## src/rtl/seq_divider.sv

```systemverilog
// Sequential unsigned restoring divider: one quotient bit per clock, registered results, one-cycle done.
// Optional feature macro SEQ_DIVIDER_DBZ_EN: finish a divide-by-zero in one edge and flag it on div_by_zero.
module seq_divider #(
    parameter int N = 8
) (
    input  logic         clk,
    input  logic         clr,
    input  logic         start,
    input  logic [N-1:0] dividend,
    input  logic [N-1:0] divisor,
    output logic [N-1:0] quotient,
    output logic [N-1:0] remainder,
    output logic         busy,
    output logic         done,
    output logic         div_by_zero
);
    localparam int CW = $clog2(N + 1);

    typedef enum logic [1:0] {
        IDLE = 2'd0,
        RUN  = 2'd1,
        DONE = 2'd2
    } state_t;

    state_t        state_q, state_d;
    logic [N:0]    r_q, r_d;
    logic [N-1:0]  q_q, q_d;
    logic [N-1:0]  d_q, d_d;
    logic [CW-1:0] cnt_q, cnt_d;
    logic [N-1:0]  quot_q, quot_d;
    logic [N-1:0]  rem_q, rem_d;
    logic          done_q, done_d;
`ifdef SEQ_DIVIDER_DBZ_EN
    logic          dbz_pend_q, dbz_pend_d;
    logic          dbz_q, dbz_d;
`endif

    logic          accept;
    logic [N:0]    r_shift;
    logic [N:0]    trial;
    logic [N:0]    r_step;
    logic [N-1:0]  q_step;

    // Starts arriving mid-iteration are dropped, not queued.
    assign accept = start && (state_q != RUN);

    // One restoring step on the {R, Q} pair.
    always_comb begin
        r_shift = {r_q[N-1:0], q_q[N-1]};
        trial   = r_shift - {1'b0, d_q};
        r_step  = trial[N] ? r_shift : trial;
        q_step  = {q_q[N-2:0], ~trial[N]};
    end

    always_comb begin
        state_d = state_q;
        r_d     = r_q;
        q_d     = q_q;
        d_d     = d_q;
        cnt_d   = cnt_q;
        quot_d  = quot_q;
        rem_d   = rem_q;
        done_d  = 1'b0;
`ifdef SEQ_DIVIDER_DBZ_EN
        dbz_pend_d = dbz_pend_q;
        dbz_d      = dbz_q;
`endif
        case (state_q)
            IDLE, DONE: begin
                state_d = IDLE;
                if (accept) begin
                    state_d = RUN;
                    r_d     = '0;
                    q_d     = dividend;
                    d_d     = divisor;
                    cnt_d   = CW'(N);
`ifdef SEQ_DIVIDER_DBZ_EN
                    dbz_pend_d = (divisor == '0);
`endif
                end
            end
            RUN: begin
`ifdef SEQ_DIVIDER_DBZ_EN
                if (dbz_pend_q) begin
                    // Q still holds the untouched dividend here.
                    state_d    = DONE;
                    quot_d     = '1;
                    rem_d      = q_q;
                    done_d     = 1'b1;
                    dbz_d      = 1'b1;
                    dbz_pend_d = 1'b0;
                end else begin
`endif
                    r_d   = r_step;
                    q_d   = q_step;
                    cnt_d = cnt_q - CW'(1);
                    if (cnt_q == CW'(1)) begin
                        state_d = DONE;
                        quot_d  = q_step;
                        rem_d   = r_step[N-1:0];
                        done_d  = 1'b1;
`ifdef SEQ_DIVIDER_DBZ_EN
                        dbz_d   = 1'b0;
`endif
                    end
`ifdef SEQ_DIVIDER_DBZ_EN
                end
`endif
            end
            default: begin
                state_d = IDLE;
            end
        endcase
    end

    always_ff @(posedge clk or posedge clr) begin
        if (clr) begin
            state_q <= IDLE;
            r_q     <= '0;
            q_q     <= '0;
            d_q     <= '0;
            cnt_q   <= '0;
            quot_q  <= '0;
            rem_q   <= '0;
            done_q  <= 1'b0;
`ifdef SEQ_DIVIDER_DBZ_EN
            dbz_pend_q <= 1'b0;
            dbz_q      <= 1'b0;
`endif
        end else begin
            state_q <= state_d;
            r_q     <= r_d;
            q_q     <= q_d;
            d_q     <= d_d;
            cnt_q   <= cnt_d;
            quot_q  <= quot_d;
            rem_q   <= rem_d;
            done_q  <= done_d;
`ifdef SEQ_DIVIDER_DBZ_EN
            dbz_pend_q <= dbz_pend_d;
            dbz_q      <= dbz_d;
`endif
        end
    end

    assign quotient  = quot_q;
    assign remainder = rem_q;
    assign busy      = (state_q == RUN);
    assign done      = done_q;
`ifdef SEQ_DIVIDER_DBZ_EN
    assign div_by_zero = dbz_q;
`else
    assign div_by_zero = 1'b0;
`endif

endmodule
```

## config.mk

```make
export PLATFORM = sky130hd
export DESIGN_NAME = seq_divider
export DESIGN_NICKNAME = d
export VERILOG_FILES = /design/src/rtl/seq_divider.sv
export SDC_FILE = /design/constraint.sdc
export NUM_CORES = 1
export LEC_CHECK = 0
export BUFFER_PORTS_ARGS = -buffer_cell sky130_fd_sc_hd__clkbuf_2
export CAP_MARGIN = 20
export CORE_MARGIN = 3
export CORE_UTILIZATION = 45
export DETAILED_ROUTE_END_ITERATION = 6
export PLACE_DENSITY = 0.63
export SYNTH_ARGS = -nofsm -noshare
export SYNTH_HDL_FRONTEND = slang
export SYNTH_SLANG_ARGS = --single-unit
```

## constraint.sdc

```tcl
create_clock -name clk -period 5.7 [get_ports clk]
set_input_delay 0.57 -clock clk [delete_from_list [all_inputs] [get_ports clk]]
set_output_delay 0.57 -clock clk [all_outputs]
set_load 0.05 [all_outputs]
```

==> impl_metrics.toml, run 1 <==
[setup_path]
ff2ff_path_depth = 10
required_ns = 5.89
endpoint_kind = "flop"
start_kind = "flop"
worstPathCellList = "inv_1 > ha_1 > inv_1 > fa_1 > a21oi_1 > o221ai_2 > a21oi_2 > xnor2_4 > mux2i_1 > mux2_4"
ff2ff_setup_slack_ns = 3.07
cp_max_fo = 10
cp.arrival_ns = 2.82
cpPeakStageDelay_ns = 0.41
crit_path_frequent_cell = "inv_1"
crit_path_top_delay_cell = "fa_1"
crit-reg2reg-capture = "remainder[0]$_DFFE_PP0P_"
cp_num_buf_inv = 2
r2r_start = "q_q[7]$_DFFE_PP0P_"
crit_family = "compound AO/OA/AOI/OAI gates"
cp-startpoint = "q_q[7]$_DFFE_PP0P_"
worst-setup-path-type = "flop to flop"

[route]
num_vias = 1644
routedWlPerCell_um = 13.65
drt_first_pass_iters = 4
antenna_left = 0
drtIter0Drc = 109
drt-vias-per-instance = 4.952
wirelength_um = 4533
drc = 0

[floorplan]
die_w_um = 76.57
die_area_um2 = 5862
pin_count = 38
rows = 25
coreArea_um2 = 4755
die_h_um = 76.57
initial_core_util_pct = 47.13

[layout]
insertedDiodeCount = 0
num-nets-final = 295
fill_cells = 475
drive_above_1_share_pct = 20.00
areaGrowthSynthToFinish_pct = 14.13
final_util_pct = 53.79

[clocking]
clk_latency_ns = 0.30
cts_setup_buffers = 0
cts.repair.resized = 0
h-tree-depth = 2
clock-sinks = 47
cts_buffers = 5
cts_tree = "done"
cts_buffer_depth = 2
clkTransAtPathRegs_ns = 0.08
holdBufCountCts = 0
cts_root_buf = "clkbuf_8"

[grt]
grt_remaining_overflow = 0
grt_start_max_net_pins = 48
grtUsageTotal_pct = 17.17
grt_antenna_before_repair = 0
grt_pass1_wl_um = 7941
first_global_vias = 1716

[timing]
grt_setup_unrepaired = "no"
worst_pin_slew_ns = 0.9576
hold_viol = 0
drv_slew = 0
max_freq_mhz = 380.3
period_needed_ns = 2.630
post-route-period-util_pct = 46.13
setup_viol = 0
finalSetupTns_ns = 0
skew_ns = 0.006649
timing.slew.headroom_pct = 36.07

[yosys]
synth_compound_area_share_pct = 12.56
synth-xor-area-share_pct = 3.964
synth_cells = 231
synth_top_family_by_area = "simple AND/OR/NAND/NOR gates"
synthMuxAreaShare_pct = 4.243
synth_seq_cells = 47
ys.warnings.count = 0
synth_cell_types = 32
synth_area_per_cell_um2 = 9.701
syn-cell-area_um2 = 2241
synth-simple-area-share_pct = 15.02
synth_adder_area_share_pct = 6.477
syn-num-nets = 261
yosysSeqAreaShare_pct = 52.48

[placed_design]
port_buffers = 36
gp_congestion = 0.8091
place_hpwl_um = 3284

[min_path]
hold_class = "primary input to asynchronous set/reset pin"

[status]
status = "completed"

[job]
drv_cap = 0
## cells in the mapped netlist, drive strengths merged
cell	number	area (µm²)
ha	10	125.1
mux2i	8	80.08
clkbuf	8	30.03
o22ai	1	6.260
a21oi	4	27.53
inv	17	63.81
xor2	2	17.52
o21a	3	22.52
or4b	1	10.01
conb	1	3.750
a221o	1	10.01
nand2b	2	12.51
o2111ai	1	8.760
fa	1	20.02
dfrtp	47	1176
nor3	1	5.000
a22oi	7	52.55
o221ai	1	15.01
xnor2	6	71.32
nand2	66	247.7
nor2	6	22.52
nand3	4	20.02
mux2	1	15.01
a41oi	1	8.760
nor2b	2	12.51
o21ai	24	120.1
a22o	1	10.01
nor4	1	6.260
buf	3	20.01
## worst reg2reg max path, delay by kind of cell, from the launching register on
family,cells,cell delay (ns)
xor gates and xnor gates,1,0.25
buffers and inverters,2,0.16
muxes,2,0.45
DFF,1,0.36
adders and majority gates,2,0.61
AOI/OAI and AO/OA,3,0.70
## worst max path at each step
stage,to,cells after the start
after CTS,remainder[0]$_DFFE_PP0P_,10
after global routing,r_q[4]$_DFFE_PP0P_,10
final,remainder[0]$_DFFE_PP0P_,10
after floorplan,remainder[0]$_DFFE_PP0P_,10
after detailed placement,r_q[2]$_DFFE_PP0P_,10
after global placement,remainder[0]$_DFFE_PP0P_,10
## cell families (layout without fill, tap and decap cells)
group | Yosys count | in the layout
xor+xnor | 8 | 8
compound gates | 44 | 44
simple gates | 83 | 83
mux | 9 | 9
flops | 47 | 47
buf+inv | 28 | 62
fa+ha+maj | 11 | 11
other cells | 1 | 1
## layer usage
layer	track usage [%]	wire length (µm)	part of all wire [%]
met1	20.41	2007	44
met2	29.96	2278	50
met3	3.428	149	3.3
met4	7.609	98	2.2
met5	0	0	0
## stage by stage
step	area (µm²)	instances	hold slack [ns]	worst slack, ns
after floorplan	2241	231	0.4497	3.337
after global placement	2470	325	0.4667	3.171
after detailed placement	2470	325	0.4630	3.092
after CTS	2557	332	0.4643	3.073
after global routing	2557	332	0.4753	2.853
final	2557	332	0.4642	3.070
## area by class of cell
cell class / instances / area (µm²) / share of cell area, %
Multi-Input combinational cell: 156 / 950.9 / 37.18
Timing Repair Buffer: 38 / 195.2 / 7.632
Clock inverter: 1 / 5.005 / 0.1957
Clock buffer: 6 / 82.58 / 3.229
Tap cell: 67 / 83.83 / 3.278
Sequential cell: 47 / 1176 / 45.99
Inverter: 17 / 63.81 / 2.495
## cells in the final DEF (no fill, tap or decap), types with 2 or more instances in the layout
master	n
o21a_1	3
nand2_1	66
mux2i_1	8
o21ai_0	24
a22oi_1	7
dfrtp_1	47
a21oi_2	2
nand2b_1	2
xor2_1	2
clkbuf_2	36
clkbuf_8	6
nor2_1	6
nor2b_1	2
ha_1	10
inv_1	16
a21oi_1	2
buf_4	2
nand3_1	4
xnor2_1	5
## sequential cells by signal (all words and copies together) (netlist names)
signal and count:
q_q 8, state_q 2, remainder 8, d_q 8
done 1, cnt_q 4, r_q 8, quotient 8
Power of run 1 is left out: the tool's default activity adds up to more than one toggle a clock period on the data nets, which glitch-free logic cannot reach.
==> run 2: changes to the inputs <==
- clock period: 5.7 -> 2.7 ns (I/O delays scaled with it)
==> impl_metrics.toml, run 2 (synthesis gave the netlist of run 1 again) <==
[setup_path]
endpoint_kind = "flop"
cp.arrival_ns = 2.68
cp_max_fo = 10
worst-setup-path-type = "flop to flop"
required_ns = 2.89
start_kind = "flop"

[clocking]
cts.repair.resized = 0
clkTransAtPathRegs_ns = 0.08
clk_latency_ns = 0.30
holdBufCountCts = 0
cts_setup_buffers = 0
cts_tree = "done"
clock-sinks = 47
cts_root_buf = "clkbuf_8"
h-tree-depth = 2
cts_buffer_depth = 2
cts_buffers = 5

[grt]
grt_pass1_wl_um = 7866
grtUsageTotal_pct = 16.99
grt_start_max_net_pins = 48
grt_antenna_before_repair = 0
first_global_vias = 1652
grt_remaining_overflow = 0

[timing]
worst_hold_slack_ns = 0.1626
period_needed_ns = 2.491
post-route-period-util_pct = 92.26
finalSetupTns_ns = 0
setup_ws_ns = 0.2091
timing.slew.headroom_pct = 35.10
max_freq_mhz = 401.5
drv_slew = 0
worst_pin_slew_ns = 0.9721
hold_viol = 0
skew_ns = 0.003461
setup_viol = 0
grt_setup_unrepaired = "no"

[min_path]
hold_class = "primary input to flop"

[placed_design]
place_ws_ns = 0.1342
place_hpwl_um = 3162
gp_congestion = 0.8285
placed_area_um2 = 2492
port_buffers = 36

[floorplan]
die_area_um2 = 5862
coreArea_um2 = 4755
pin_count = 38
rows = 25
die_h_um = 76.57
die_w_um = 76.57
initial_core_util_pct = 47.13

[route]
routedWlPerCell_um = 13.15
wirelength_um = 4417
antenna_left = 0
num_vias = 1612
drt-vias-per-instance = 4.798
drc = 0
drt_first_pass_iters = 4
drtIter0Drc = 74

[status]
status = "completed"

[job]
drv_cap = 0

[layout]
num-nets-final = 298
layout.cells.most_common = "nand2_1"
insertedDiodeCount = 0
final_area_um2 = 2596
final_cell_mix = "66 x nand2_1, 47 x dfrtp_1, 36 x clkbuf_2"
drive_above_1_share_pct = 21.19
areaGrowthSynthToFinish_pct = 15.86
[run 2: cell count changes in the layout (fill, tap and decap cells not counted)]
cell,delta
clkbuf_1,+1
clkinv_2,-1
buf_4,+3
clkbuf_8,+1
a21oi_1,-1
a21oi_2,+1
[run 2: layout make-up]
type	instances	area, µm²
Clock buffer	8	100.1
Fill cell	456	2158
Inverter	17	63.81
Multi-Input combinational cell	156	954.7
Sequential cell	47	1176
Tap cell	67	83.83
Timing Repair Buffer	41	217.7
[run 2: path summary, 6_finish.rpt]
kind | from | endpoint | cells after the start | slack (ns)
worst min-delay path | divisor[0] | d_q[0]$_DFFE_PP0P_ | 3 | 0.16
worst min register to register | quotient[3]$_DFFE_PP0P_ | quotient[3]$_DFFE_PP0P_ | 2 | 0.48
worst max-delay path | q_q[7]$_DFFE_PP0P_ | remainder[0]$_DFFE_PP0P_ | 10 | 0.21
max in group asynchronous | clr | q_q[5]$_DFFE_PP0P_ | 2 | 1.93
min in group asynchronous | clr | quotient[2]$_DFFE_PP0P_ | 2 | 0.17
worst max register to register | q_q[7]$_DFFE_PP0P_ | remainder[0]$_DFFE_PP0P_ | 10 | 0.21
[run 2: routing by layer]
layer | global-route usage, % | routed length (µm) | vias to the layer above
li1 | - | - | 832
met1 | 21.57 | 2038 | 747
met2 | 27.59 | 2134 | 25
met3 | 3.664 | 150 | 8
met4 | 8.152 | 92 | 0
met5 | 0 | 0 | -
[run 2: stage by stage]
stage	util [%]	instances
after floorplan	-	231
after global placement	52.42	328
after detailed placement	52.42	328
after CTS	54.53	336
after global routing	54.61	336
final	54.61	336
[run 2: worst max-delay path, stage by stage, from the launching register on]
cell	delay [ns]
dfrtp_1	0.37
inv_1	0.09
ha_1	0.17
inv_1	0.05
fa_1	0.41
a21oi_2	0.22
o221ai_2	0.13
a21oi_2	0.24
xnor2_4	0.25
mux2i_1	0.17
mux2_4	0.28
Power of run 2 is left out for the same reason.
==> run 3: changes to the inputs <==
- clock period: 2.7 -> 2.3 ns (I/O delays scaled with it)
==> impl_metrics.toml, run 3 (synthesis gave the netlist of run 1 again) <==
[status]
status = "completed"

[grt]
grt_pass1_wl_um = 8073
first_global_vias = 1694
grt_start_max_net_pins = 26
grt_remaining_overflow = 0
grt_antenna_before_repair = 0
grtUsageTotal_pct = 17.30

[timing]
drv_slew = 0
worst_hold_slack_ns = 0.1092
grt_setup_unrepaired = "yes"
period_needed_ns = 2.249
finalSetupTns_ns = 0
max_freq_mhz = 444.6
skew_ns = 0.01041
post-route-period-util_pct = 97.79
hold_viol = 0
setup_viol = 0

[floorplan]
coreArea_um2 = 4755
initial_core_util_pct = 47.13
die_area_um2 = 5862
rows = 25
die_w_um = 76.57
pin_count = 38
die_h_um = 76.57

[clocking]
cts_buffers = 5
clkTransAtPathRegs_ns = 0.09
cts_buffer_depth = 2
h-tree-depth = 2
cts_root_buf = "clkbuf_8"
clock-sinks = 47
clk_latency_ns = 0.30
cts_tree = "done"

[setup_path]
ff2ff_path_depth = 10
crit_end = "remainder[0]$_DFFE_PP0P_"
cp.arrival_ns = 2.49
worst-setup-path-type = "flop to flop"
endpoint_kind = "flop"
start_kind = "flop"
crit-reg2reg-capture = "remainder[0]$_DFFE_PP0P_"
required_ns = 2.54
ff2ff_setup_slack_ns = 0.05
r2r_start = "q_q[7]$_DFFE_PP0P_"
cp-startpoint = "q_q[7]$_DFFE_PP0P_"
cp_max_fo = 5

[layout]
fill_cells = 464
areaGrowthSynthToFinish_pct = 22.56
drive_above_1_share_pct = 27.21
final_util_pct = 57.76
insertedDiodeCount = 0
num-nets-final = 312
layout.cells.most_common = "nand2_1"
final_area_um2 = 2746
final_cell_mix = "66 x nand2_1, 47 x dfrtp_1, 36 x clkbuf_2"

[route]
drtIter0Drc = 79
num_vias = 1721
drt_first_pass_iters = 4
wirelength_um = 4713
antenna_left = 0
drt-vias-per-instance = 4.917
drc = 0
routedWlPerCell_um = 13.47

[placed_design]
gp_congestion = 0.7767
port_buffers = 36
place_hpwl_um = 3346
placed_area_um2 = 2556

[job]
drv_cap = 0

[min_path]
worstHoldStart = "divisor[0]"
hold_class = "primary input to flop"
run 3: worst min-delay path by stage:
stage	to	slack [ns]	cells past startpoint
after detailed placement	d_q[3]$_DFFE_PP0P_	0.26	2
after global routing	d_q[0]$_DFFE_PP0P_	0.13	3
final	d_q[0]$_DFFE_PP0P_	0.11	3
after floorplan	d_q[0]$_DFFE_PP0P_	0.34	2
after CTS	d_q[0]$_DFFE_PP0P_	0.10	3
after global placement	d_q[6]$_DFFE_PP0P_	0.26	2
run 3: cell type report:
type | instances | area [µm²] | area share, %
well taps | 67 | 83.83 | 3.052
clock buffers | 7 | 96.34 | 3.508
repair buffers | 54 | 317.8 | 11.57
multi-input cells | 157 | 1001 | 36.45
clock inverters | 1 | 7.507 | 0.2733
flip-flops and latches | 47 | 1176 | 42.82
inverters | 17 | 63.81 | 2.323
run 3: per-layer routing:
metal	vias to the layer above	global-route usage (%)	share of wire [%]
met1	819	22.41	46
met4	0	6.884	2.0
met2	33	27.94	48
met5	-	0	0
met3	9	4.137	3.9
li1	860	-	-
run 3: per-stage QoR:
| step | setup slack, ns | cells |
|---|---|---|
| floorplan | 0.002188 | 231 |
| global placement | -0.003025 | 336 |
| detailed placement | -0.07104 | 336 |
| CTS | -0.02198 | 350 |
| global route | -0.06746 | 350 |
| finish | 0.05076 | 350 |
run 3: worst max-delay path, cell delays in order (launching register included):
cell and delay [ns]:
dfrtp_1 0.38, inv_2 0.07, ha_4 0.13, inv_2 0.03, fa_2 0.34, a21oi_2 0.17
o221ai_2 0.13, a21oi_4 0.25, xnor2_4 0.21, mux2i_2 0.30, mux2_4 0.18
run 3: what timing repair did:
| item | CTS | global route |
|---|---|---|
| buffers inserted | 4 | 1 |
| pin swaps | 6 | 8 |
| hold buffers | 1 | 0 |
| gates cloned | 1 | 0 |
| hold endpoints to repair | 20 | 0 |
| setup endpoints to repair | 16 | 16 |
| resized for setup | 8 | 5 |
Power of run 3 is left out for the same reason.
